<file path="src/rtl/sprite_motion_ctrl.sv">
// Per-sprite motion controller: owns position, jump counter and map scroll for one
// tile-grid sprite, stepping on the movement tick and reacting to game state every clk.
module sprite_motion_ctrl #(
  parameter int X_W        = 5,
  parameter int Y_W        = 5,
  parameter int SHIFT_W    = 8,
  parameter int START_X    = 1,
  parameter int START_Y    = 12,
  parameter int X_MIN      = 1,
  parameter int X_MAX      = 30,
  parameter int Y_MAX      = 15,
  parameter int SCROLL_X   = 10,
  parameter int MAX_SHIFT  = 200,
  parameter int MIN_JUMP   = 2,
  parameter int MAX_JUMP   = 6,
  parameter int DEATH_JUMP = 3
) (
  input  logic               clk,
  input  logic               reset,
  input  logic               tick,
  input  logic [1:0]         game_state,
  input  logic               up,
  input  logic               forward,
  input  logic               backward,
  input  logic               umovable,
  input  logic               dmovable,
  input  logic               fmovable,
  input  logic               bmovable,
  input  logic               bounce,
  output logic [2:0]         movement,
  output logic [X_W-1:0]     pos_x,
  output logic [Y_W-1:0]     pos_y,
  output logic [SHIFT_W-1:0] shift_map,
  output logic               beginning,
  output logic               on_ground,
  output logic               fell_out
);

  typedef enum logic [2:0] {
    RISE   = 3'd0,
    FALL   = 3'd3,
    DYING  = 3'd6,
    GROUND = 3'd7
  } move_e;

  localparam int JC_MAX = (MAX_JUMP > DEATH_JUMP) ? MAX_JUMP : DEATH_JUMP;
  localparam int JC_W   = $clog2(JC_MAX + 1);

  localparam logic [1:0] GS_END   = 2'd0;
  localparam logic [1:0] GS_ING   = 2'd1;
  localparam logic [1:0] GS_START = 2'd2;

  localparam logic [X_W-1:0]     START_XL  = X_W'(START_X);
  localparam logic [Y_W-1:0]     START_YL  = Y_W'(START_Y);
  localparam logic [X_W-1:0]     X_MIN_L   = X_W'(X_MIN);
  localparam logic [X_W-1:0]     X_MAX_L   = X_W'(X_MAX);
  localparam logic [Y_W-1:0]     Y_MAX_L   = Y_W'(Y_MAX);
  localparam logic [X_W-1:0]     SCROLL_XL = X_W'(SCROLL_X);
  localparam logic [SHIFT_W-1:0] SHIFT_MAX = SHIFT_W'(MAX_SHIFT);
  localparam logic [JC_W-1:0]    MIN_JC    = JC_W'(MIN_JUMP);
  localparam logic [JC_W-1:0]    MAX_JC    = JC_W'(MAX_JUMP);
  localparam logic [JC_W-1:0]    DEATH_JC  = JC_W'(DEATH_JUMP);

  generate
    if (MIN_JUMP > MAX_JUMP) begin : g_bad_jump
      $error("sprite_motion_ctrl: MIN_JUMP must not exceed MAX_JUMP");
    end
    if ((START_Y > Y_MAX) || (Y_MAX >= (1 << Y_W))) begin : g_bad_y
      $error("sprite_motion_ctrl: need START_Y <= Y_MAX < 2**Y_W");
    end
    if (X_MAX >= (1 << X_W)) begin : g_bad_x
      $error("sprite_motion_ctrl: X_MAX must fit in X_W bits");
    end
    if (MAX_SHIFT >= (1 << SHIFT_W)) begin : g_bad_shift
      $error("sprite_motion_ctrl: MAX_SHIFT must fit in SHIFT_W bits");
    end
  endgenerate

  move_e               state, state_nxt;
  logic [JC_W-1:0]     jc, jc_nxt;
  logic [X_W-1:0]      pos_x_nxt;
  logic [Y_W-1:0]      pos_y_nxt;
  logic [SHIFT_W-1:0]  shift_nxt;
  logic                fell_nxt;
  logic                rise_stop;

  always_ff @(posedge clk or negedge reset) begin
    if (!reset) begin
      state     <= GROUND;
      pos_x     <= START_XL;
      pos_y     <= START_YL;
      shift_map <= '0;
      jc        <= '0;
      fell_out  <= 1'b0;
    end else begin
      state     <= state_nxt;
      pos_x     <= pos_x_nxt;
      pos_y     <= pos_y_nxt;
      shift_map <= shift_nxt;
      jc        <= jc_nxt;
      fell_out  <= fell_nxt;
    end
  end

  // START acts as a synchronous restart; END only forces the DYING entry, after
  // which the death hop keeps running whatever game_state says.
  always_comb begin
    state_nxt = state;
    pos_x_nxt = pos_x;
    pos_y_nxt = pos_y;
    shift_nxt = shift_map;
    jc_nxt    = jc;
    fell_nxt  = fell_out;
    rise_stop = !umovable || (jc == MAX_JC) || (pos_y == '0) || ((jc >= MIN_JC) && !up);

    if (game_state == GS_START) begin
      state_nxt = GROUND;
      pos_x_nxt = START_XL;
      pos_y_nxt = START_YL;
      shift_nxt = '0;
      jc_nxt    = '0;
      fell_nxt  = 1'b0;
    end else if ((game_state == GS_END) && (state != DYING)) begin
      state_nxt = DYING;
      jc_nxt    = '0;
    end else begin
      case (state)
        GROUND: begin
          if (up) begin
            state_nxt = RISE;
            jc_nxt    = '0;
          end else if (dmovable) begin
            state_nxt = FALL;
          end
        end
        RISE: begin
          if (tick) begin
            if (rise_stop) begin
              state_nxt = FALL;
            end else begin
              pos_y_nxt = pos_y - Y_W'(1);
              jc_nxt    = jc + JC_W'(1);
            end
          end
        end
        FALL: begin
          if (tick) begin
            if (bounce) begin
              state_nxt = RISE;
              jc_nxt    = '0;
            end else if (!dmovable) begin
              state_nxt = GROUND;
            end else if (pos_y >= Y_MAX_L) begin
              fell_nxt = 1'b1;
            end else begin
              pos_y_nxt = pos_y + Y_W'(1);
            end
          end
        end
        DYING: begin
          if (tick) begin
            if (jc < DEATH_JC) begin
              if (pos_y != '0) pos_y_nxt = pos_y - Y_W'(1);
              jc_nxt = jc + JC_W'(1);
            end else if (pos_y < Y_MAX_L) begin
              pos_y_nxt = pos_y + Y_W'(1);
            end
          end
        end
        default: state_nxt = GROUND;
      endcase

      // Past the scroll column the world moves instead of the sprite, until the map runs out.
      if (tick && (game_state == GS_ING) && (state != DYING)) begin
        if (forward) begin
          if (fmovable) begin
            if ((pos_x <= SCROLL_XL) || (shift_map == SHIFT_MAX)) begin
              if (pos_x < X_MAX_L) pos_x_nxt = pos_x + X_W'(1);
            end else if (shift_map < SHIFT_MAX) begin
              shift_nxt = shift_map + SHIFT_W'(1);
            end
          end
        end else if (backward && bmovable && (pos_x > X_MIN_L)) begin
          pos_x_nxt = pos_x - X_W'(1);
        end
      end
    end
  end

  always_comb begin
    movement  = state;
    beginning = (pos_x <= SCROLL_XL);
    on_ground = (state == GROUND);
  end

endmodule
</file>
<file path="config.mk">
export PLATFORM = sky130hd
export DESIGN_NAME = sprite_motion_ctrl
export DESIGN_NICKNAME = d
export VERILOG_FILES = /design/src/rtl/sprite_motion_ctrl.sv
export SDC_FILE = /design/constraint.sdc
export NUM_CORES = 1
export LEC_CHECK = 0
export ABC_AREA = 1
export CORE_ASPECT_RATIO = 1.25
export CORE_MARGIN = 5
export CORE_UTILIZATION = 31
export DETAILED_ROUTE_END_ITERATION = 16
export GPL_TIMING_DRIVEN = 0
export PLACE_DENSITY_LB_ADDON = 0.05
export SYNTH_ARGS = -nofsm -noshare
export SYNTH_HDL_FRONTEND = slang
export SYNTH_SLANG_ARGS = --single-unit
</file>
<file path="constraint.sdc">
create_clock -name clk -period 2 [get_ports clk]
set_input_delay 0.3 -clock clk [delete_from_list [all_inputs] [get_ports clk]]
set_output_delay 0.3 -clock clk [all_outputs]
set_load 0.05 [all_outputs]
</file>
Word level (Yosys, flattened, before mapping)
Index checks and enable logic that the tools add are counted.
{"block": "totals", "reg_bits": 25, "out_inout_bits": 24}
{"block": "op_classes", "n_addsub": 6, "magnitude_cmp": 8, "eq_ne": 34, "n_mux": 55, "reduce_logical": 33}
{"cell": "two-way mux 5 bit", "n": 20}
{"cell": "two-way mux 8 bit", "n": 7}
{"cell": "two-way mux 3 bit", "n": 18}
{"cell": "!= test 4 bit (second input constant)", "n": 9}
{"cell": "!= test 3 bit (second input constant)", "n": 9}
{"cell": "one-hot mux 3 bit (4 select lines)", "n": 2}
{"cell": "AND reduction 6 bit", "n": 4}
{"cell": "nonzero test 2 bit", "n": 8}
{"cell": "one-hot mux 5 bit (3 select lines)", "n": 1}
{"cell": "AND reduction 11 bit", "n": 1}
{"cell": "adder 5 x 1 -> 5 bit (second input constant)", "n": 2}
{"cell": "subtractor 5 x 1 -> 5 bit (second input constant)", "n": 2}
{"cell": "equality test 3 bit (second input constant)", "n": 3}
{"cell": "!= test 3 x 1 -> 1 bit (second input constant)", "n": 3}
{"cell": "adder 8 x 1 -> 8 bit (second input constant)", "n": 1}
{"cell": "equality test 8 bit (second input constant)", "n": 1}
{"cell": "< comparator 8 bit (second input constant)", "n": 1}
{"cell": "AND reduction 8 bit", "n": 1}
{"cell": "two-way mux 1 bit", "n": 7}
{"cell": "logical AND 1 bit", "n": 6}
{"cell": "nonzero test 6 bit", "n": 1}
{"cell": ">= comparator 5 x 4 -> 1 bit (second input constant)", "n": 1}
{"cell": "> comparator 5 x 1 -> 1 bit (second input constant)", "n": 1}
{"cell": "<= comparator 5 x 4 -> 1 bit (second input constant)", "n": 1}
{"cell": "21 further kinds", "n": 26}

Logic depth before layout (Yosys ltp)
{"block": "depth", "word_depth": 9, "mapped_depth": 12, "mapped_depth_nobuf": 12}

Worst setup path before layout
No wires, ideal clock.
{"block": "synth_timing", "path_type": "register -> register", "startpoint": "register pos_x[1]", "endpoint": "register pos_x[2]", "setup_ns": 0.117, "arrival_ns": 1.743, "required_time_ns": 1.883, "path_slack_ns": 0.141, "path_stages_with_launch": 12, "path_buffers": 0, "path_cell_list": "dfrtp_1 -> inv_1 -> ha_1 -> o21bai_1 -> nand3_1 -> nand2_1 -> nand3_1 -> nand2_1 -> nor2_4 -> inv_1 -> nand2_1 -> nand2_1"}
{"block": "synth_between", "elab_chain_cells": 8}
{"element": "start, declared", "line_no": "31", "text": "output logic [X_W-1:0] pos_x,"}
{"element": "start signal, assigned", "line_no": "97", "text": "pos_x <= pos_x_nxt;"}
{"element": "adder 5 x 1 -> 5 bit", "line_no": "178", "text": "if (pos_x < X_MAX_L) pos_x_nxt = pos_x + X_W'(1);"}
{"element": "two-way mux 5 bit", "line_no": "178"}
{"element": "two-way mux 5 bit", "line_no": "177", "text": "if ((pos_x <= SCROLL_XL) || (shift_map == SHIFT_MAX)) begin"}
{"element": "two-way mux 5 bit", "line_no": "176", "text": "if (fmovable) begin"}
{"element": "two-way mux 5 bit", "line_no": "175", "text": "if (forward) begin"}
{"element": "two-way mux 5 bit", "line_no": "174", "text": "if (tick && (game_state == GS_ING) && (state != DYING)) begin"}
{"element": "two-way mux 5 bit", "line_no": "123", "text": "end else if ((game_state == GS_END) && (state != DYING)) begin"}
{"element": "two-way mux 5 bit", "line_no": "116", "text": "if (game_state == GS_START) begin"}
Several ways; a longest one is shown, not always the timed one. The select of a mux whose other input is x is not followed.
A chain may end at the register's enable or synchronous reset.

Worst setup path after layout
{"block": "layout_timing", "startpoint": "register pos_y[2]", "endpoint": "output port pos_y[2]"}
{"element": "start, declared", "line_no": "32", "text": "output logic [Y_W-1:0] pos_y,"}
{"element": "start signal, assigned", "line_no": "98", "text": "pos_y <= pos_y_nxt;"}
No word-level cell between the ends.

==> metrics.md <==
| Metric | Value |
|---|---|
| Status | complete, no violations |
| Startpoint Class | flop |
| TritonCTS Buffers | 3 |
| Starting Density | 31.7% |
| Worst slew pin tran | 0.649 ns |
| Post-CTS Hold Fix Bufs | 0 |
| Worst path bufs/invs | 1 |
| Post-Synth Adder-Cell Area | 6.26% |
| CP cell instances | clkdlybuf4s50_1 |
| Area leader, netlist | dfrtp_1 |
| Mapped Area | 0.00220 mm² |
| Relative slew slack | 56.8% |
| Crit path kind | reg2out |
| Syn-to-layout area delta | 23.5% |
| Pleak | 0.00143 µW |
| Worst path top cell family by delay | buffers and inverters |
| Total grt overflow | 0 |
| Crit path depth | 1 |
| Post-DP HPWL | 4410 µm |
| Largest family of logic cells by synthesized area | simple AND/OR/NAND/NOR gates |
| Layout cells sized above 1 | 10.9% |
| Fin Hold WS | 0.0333 ns |
| Cells after DPL | 454 |
| R2R setup slack | 0.21 ns |
| Synth Area in Simple Gates | 42.1% |
| DR WL met3 | 125 µm |
| Crit. End Element | output pin |
| Largest net degree at the start of global routing | 26 |
| Worst r2r src | pos_y[0] |
| Async SR Flop Fraction | 100% |
| Synth Instances | 328 |
| TritonCTS clock tree | yes |
| Slowest stage cell on the critical path | clkdlybuf4s50_1 |
| Post-synth EDFFs | 0 |
| Final Setup Violations | 0 |
| CP required | 1.70 ns |
| DR pass1 iterations | 4 |
| Max Transition Viols Final | 0 |
| Via density | 4.69 |
| Post-Syn Nets | 352 |
| CP max stage delay | 0.79 ns |
| Reg2reg path depth | 11 |
| Tot GR Track Use | 13.6% |
| WL final | 5810 µm |
| Post-Route Setup TNS | 0 ns |
| Fin. Hold Viols | 0 |
| Min cycle time layout | 1.90 ns |
| Vias | 2148 |
| Unique cell type count in the Yosys netlist | 34 |
| M1 WL | 2720 µm |
| Max-cap viol count | 0 |
| Antenna violations before repair | 0 |
| Vias in the first global route | 2151 |
| Final period utilization | 95.2% |
| Die Wd | 85.3 µm |
| Post-Route Utilization | 39.1% |
| CP max FO | 2 |
| Post-DR wirelength/cell | 12.7 µm |
| Synth top area cells | dfrtp_1 22%, nand2_1 15%, nand3_1 10% |
| Layout Nets | 393 |
| Clock slew at reported path FFs | 0.10 ns |
| Sinks on Clock Net | 25 |
| DRC | 0 |
| Longest Clk Path Bufs | 2 |
| Seq/Total Area, Yosys | 28.8% |
| Post-CTS setup buffers | 0 |
| Synth Area in Compound Gates | 6.89% |
| Syn avg cell area | 6.70 µm² |
| RSZ-0062 raised after global routing | false |
| Fmax | 525 MHz |
| I/O pins | 37 |
| Core area | 0.00693 mm² |
| Root buffer selected by CTS | clkbuf_8 |
| Reg2reg end | pos_y[3] |
| #FFs+latches synth | 25 |
| DIE HEIGHT | 104 µm |
| Placer Congestion | 0.822 |
| P per Cell Area | 1380 mW/mm² |
| Share of the synthesized area in the top cell type | 21.6% |
| Worst vdd ir | 0.538 mV |
| Arrival time at the worst endpoint | 1.60 ns |
| Dominant synthesized flop cell | dfrtp_1 |
| Die area | 0.00888 mm² |
| Antenna Cells | 0 |
| ANT nets after route | 0 |
| H-tree depth | 1 |
| First-pass GRT wire length | 10000 µm |
| Setup crit end | pos_y[2] |
| Max layer used | met4 |
| Non-filler cells, final | 458 |
| Proportion of synthesized area in mux cells | 0% |
| CP startpoint | pos_y[2] |
| Clock Skew | 0.00207 ns |
| Synth warn | 0 |
| I/O Buffers | 36 |
| Synth Area in XOR/XNOR | 7.18% |
| Worst Hold Class | in2async |
| Initial DRC Count | 64 |
| Met2 WL | 2940 µm |
| Num rows | 34 |
| Clk_lat worst skew | 0.28 ns |
[stage by stage]
stage	cell area (µm²)	setup slack [ns]	power, µW
after global placement	2670	-0.0463	3490
after global routing	2710	0.00944	4080
after CTS	2710	0.0265	3790
after detailed placement	2670	-0.0456	3480
after floorplan	2200	0.141	2790
final	2710	0.0953	3750
[kinds of logic after synthesis]
kind of cell             after synthesis
buffers and inverters                 49
AND/OR/NAND/NOR                      200
AO/OA/AOI/OAI                         25
XOR/XNOR                              18
adder cells (fa/ha/maj)               11
flip-flops                            25
[routing by layer]
metal  vias to the layer above  track usage [%]
met5                         -                0
li1                       1138                -
met4                         0             3.28
met1                       982             17.3
met3                         2             1.51
met2                        26             24.2
[power by group]
group	total, µW	internal [µW]	leakage, µW	switching [µW]
sequential	929	711	0.000316	218
clock	333	143	0.0000228	190
combinational	2490	836	0.00110	1650
total	3750	1690	0.00143	2060
[cell usage after synthesis, types with 2 or more instances]
cell	count
nand2_1	90
nand3_1	46
inv_1	36
nor2_1	30
dfrtp_1	19
xor2_1	13
ha_1	11
o21ai_0	10
nor3_1	8
nand4_1	7
buf_2	6
dfstp_2	6
o21bai_1	6
inv_2	5
xnor2_1	5
a21oi_1	4
nand2_2	4
nand3_2	4
clkbuf_1	2
nor2_2	2
[flip-flops by register name, summed over array words and instances, names as in the netlist]
| name | cells |
|---|---|
| pos_x | 5 |
| fell_out | 1 |
| shift_map | 8 |
| pos_y | 5 |
| jc | 3 |
| movement | 3 |
[area by class of cell]
type / instances / area, µm²
fillers: 746 / 4220
multi-input cells: 254 / 1380
plain buffers: 8 / 37.5
repair buffers: 36 / 355
flip-flops and latches: 25 / 634
well taps: 90 / 113
clock buffers: 4 / 45.0
inverters: 41 / 154
[repair_timing]
action | in CTS | in global routing
resized for setup | 8 | 4
pin swaps | 0 | 0
endpoints found under the setup margin | 6 | 4
cloned | 0 | 0
[layout by cell type (no fill, tap or decap), drive strengths merged]
cell	instances
ha	11
nor3	9
inv	41
clkdlybuf4s15	1
o21bai	6
o211ai	1
and3	1
nor2b	1
nand4	8
nand3b	1
nand2b	1
xnor2	5
dlymetal6s2s	2
clkbuf	6
xor2	13
nand3	51
a21oi	5
nand2	94
o21ai	11
nor2	33
or2	1
a21boi	1
dlygate4sd2	5
a211oi	1
buf	7
dfstp	6
clkdlybuf4s50	27
dfrtp	19
[worst min path at each step]
stage | startpoint | endpoint | depth (start not counted)
2_1_floorplan | reset | fell_out | 0
3_3_place_gp | movement[2] | movement[2] | 2
3_5_place_dp | movement[2] | movement[2] | 2
4_1_cts | movement[2] | movement[2] | 2
5_1_grt | reset | pos_y[1] | 1
6_report | reset | jc[1] | 1
Note: power is estimated with default switching activity, not from simulation.
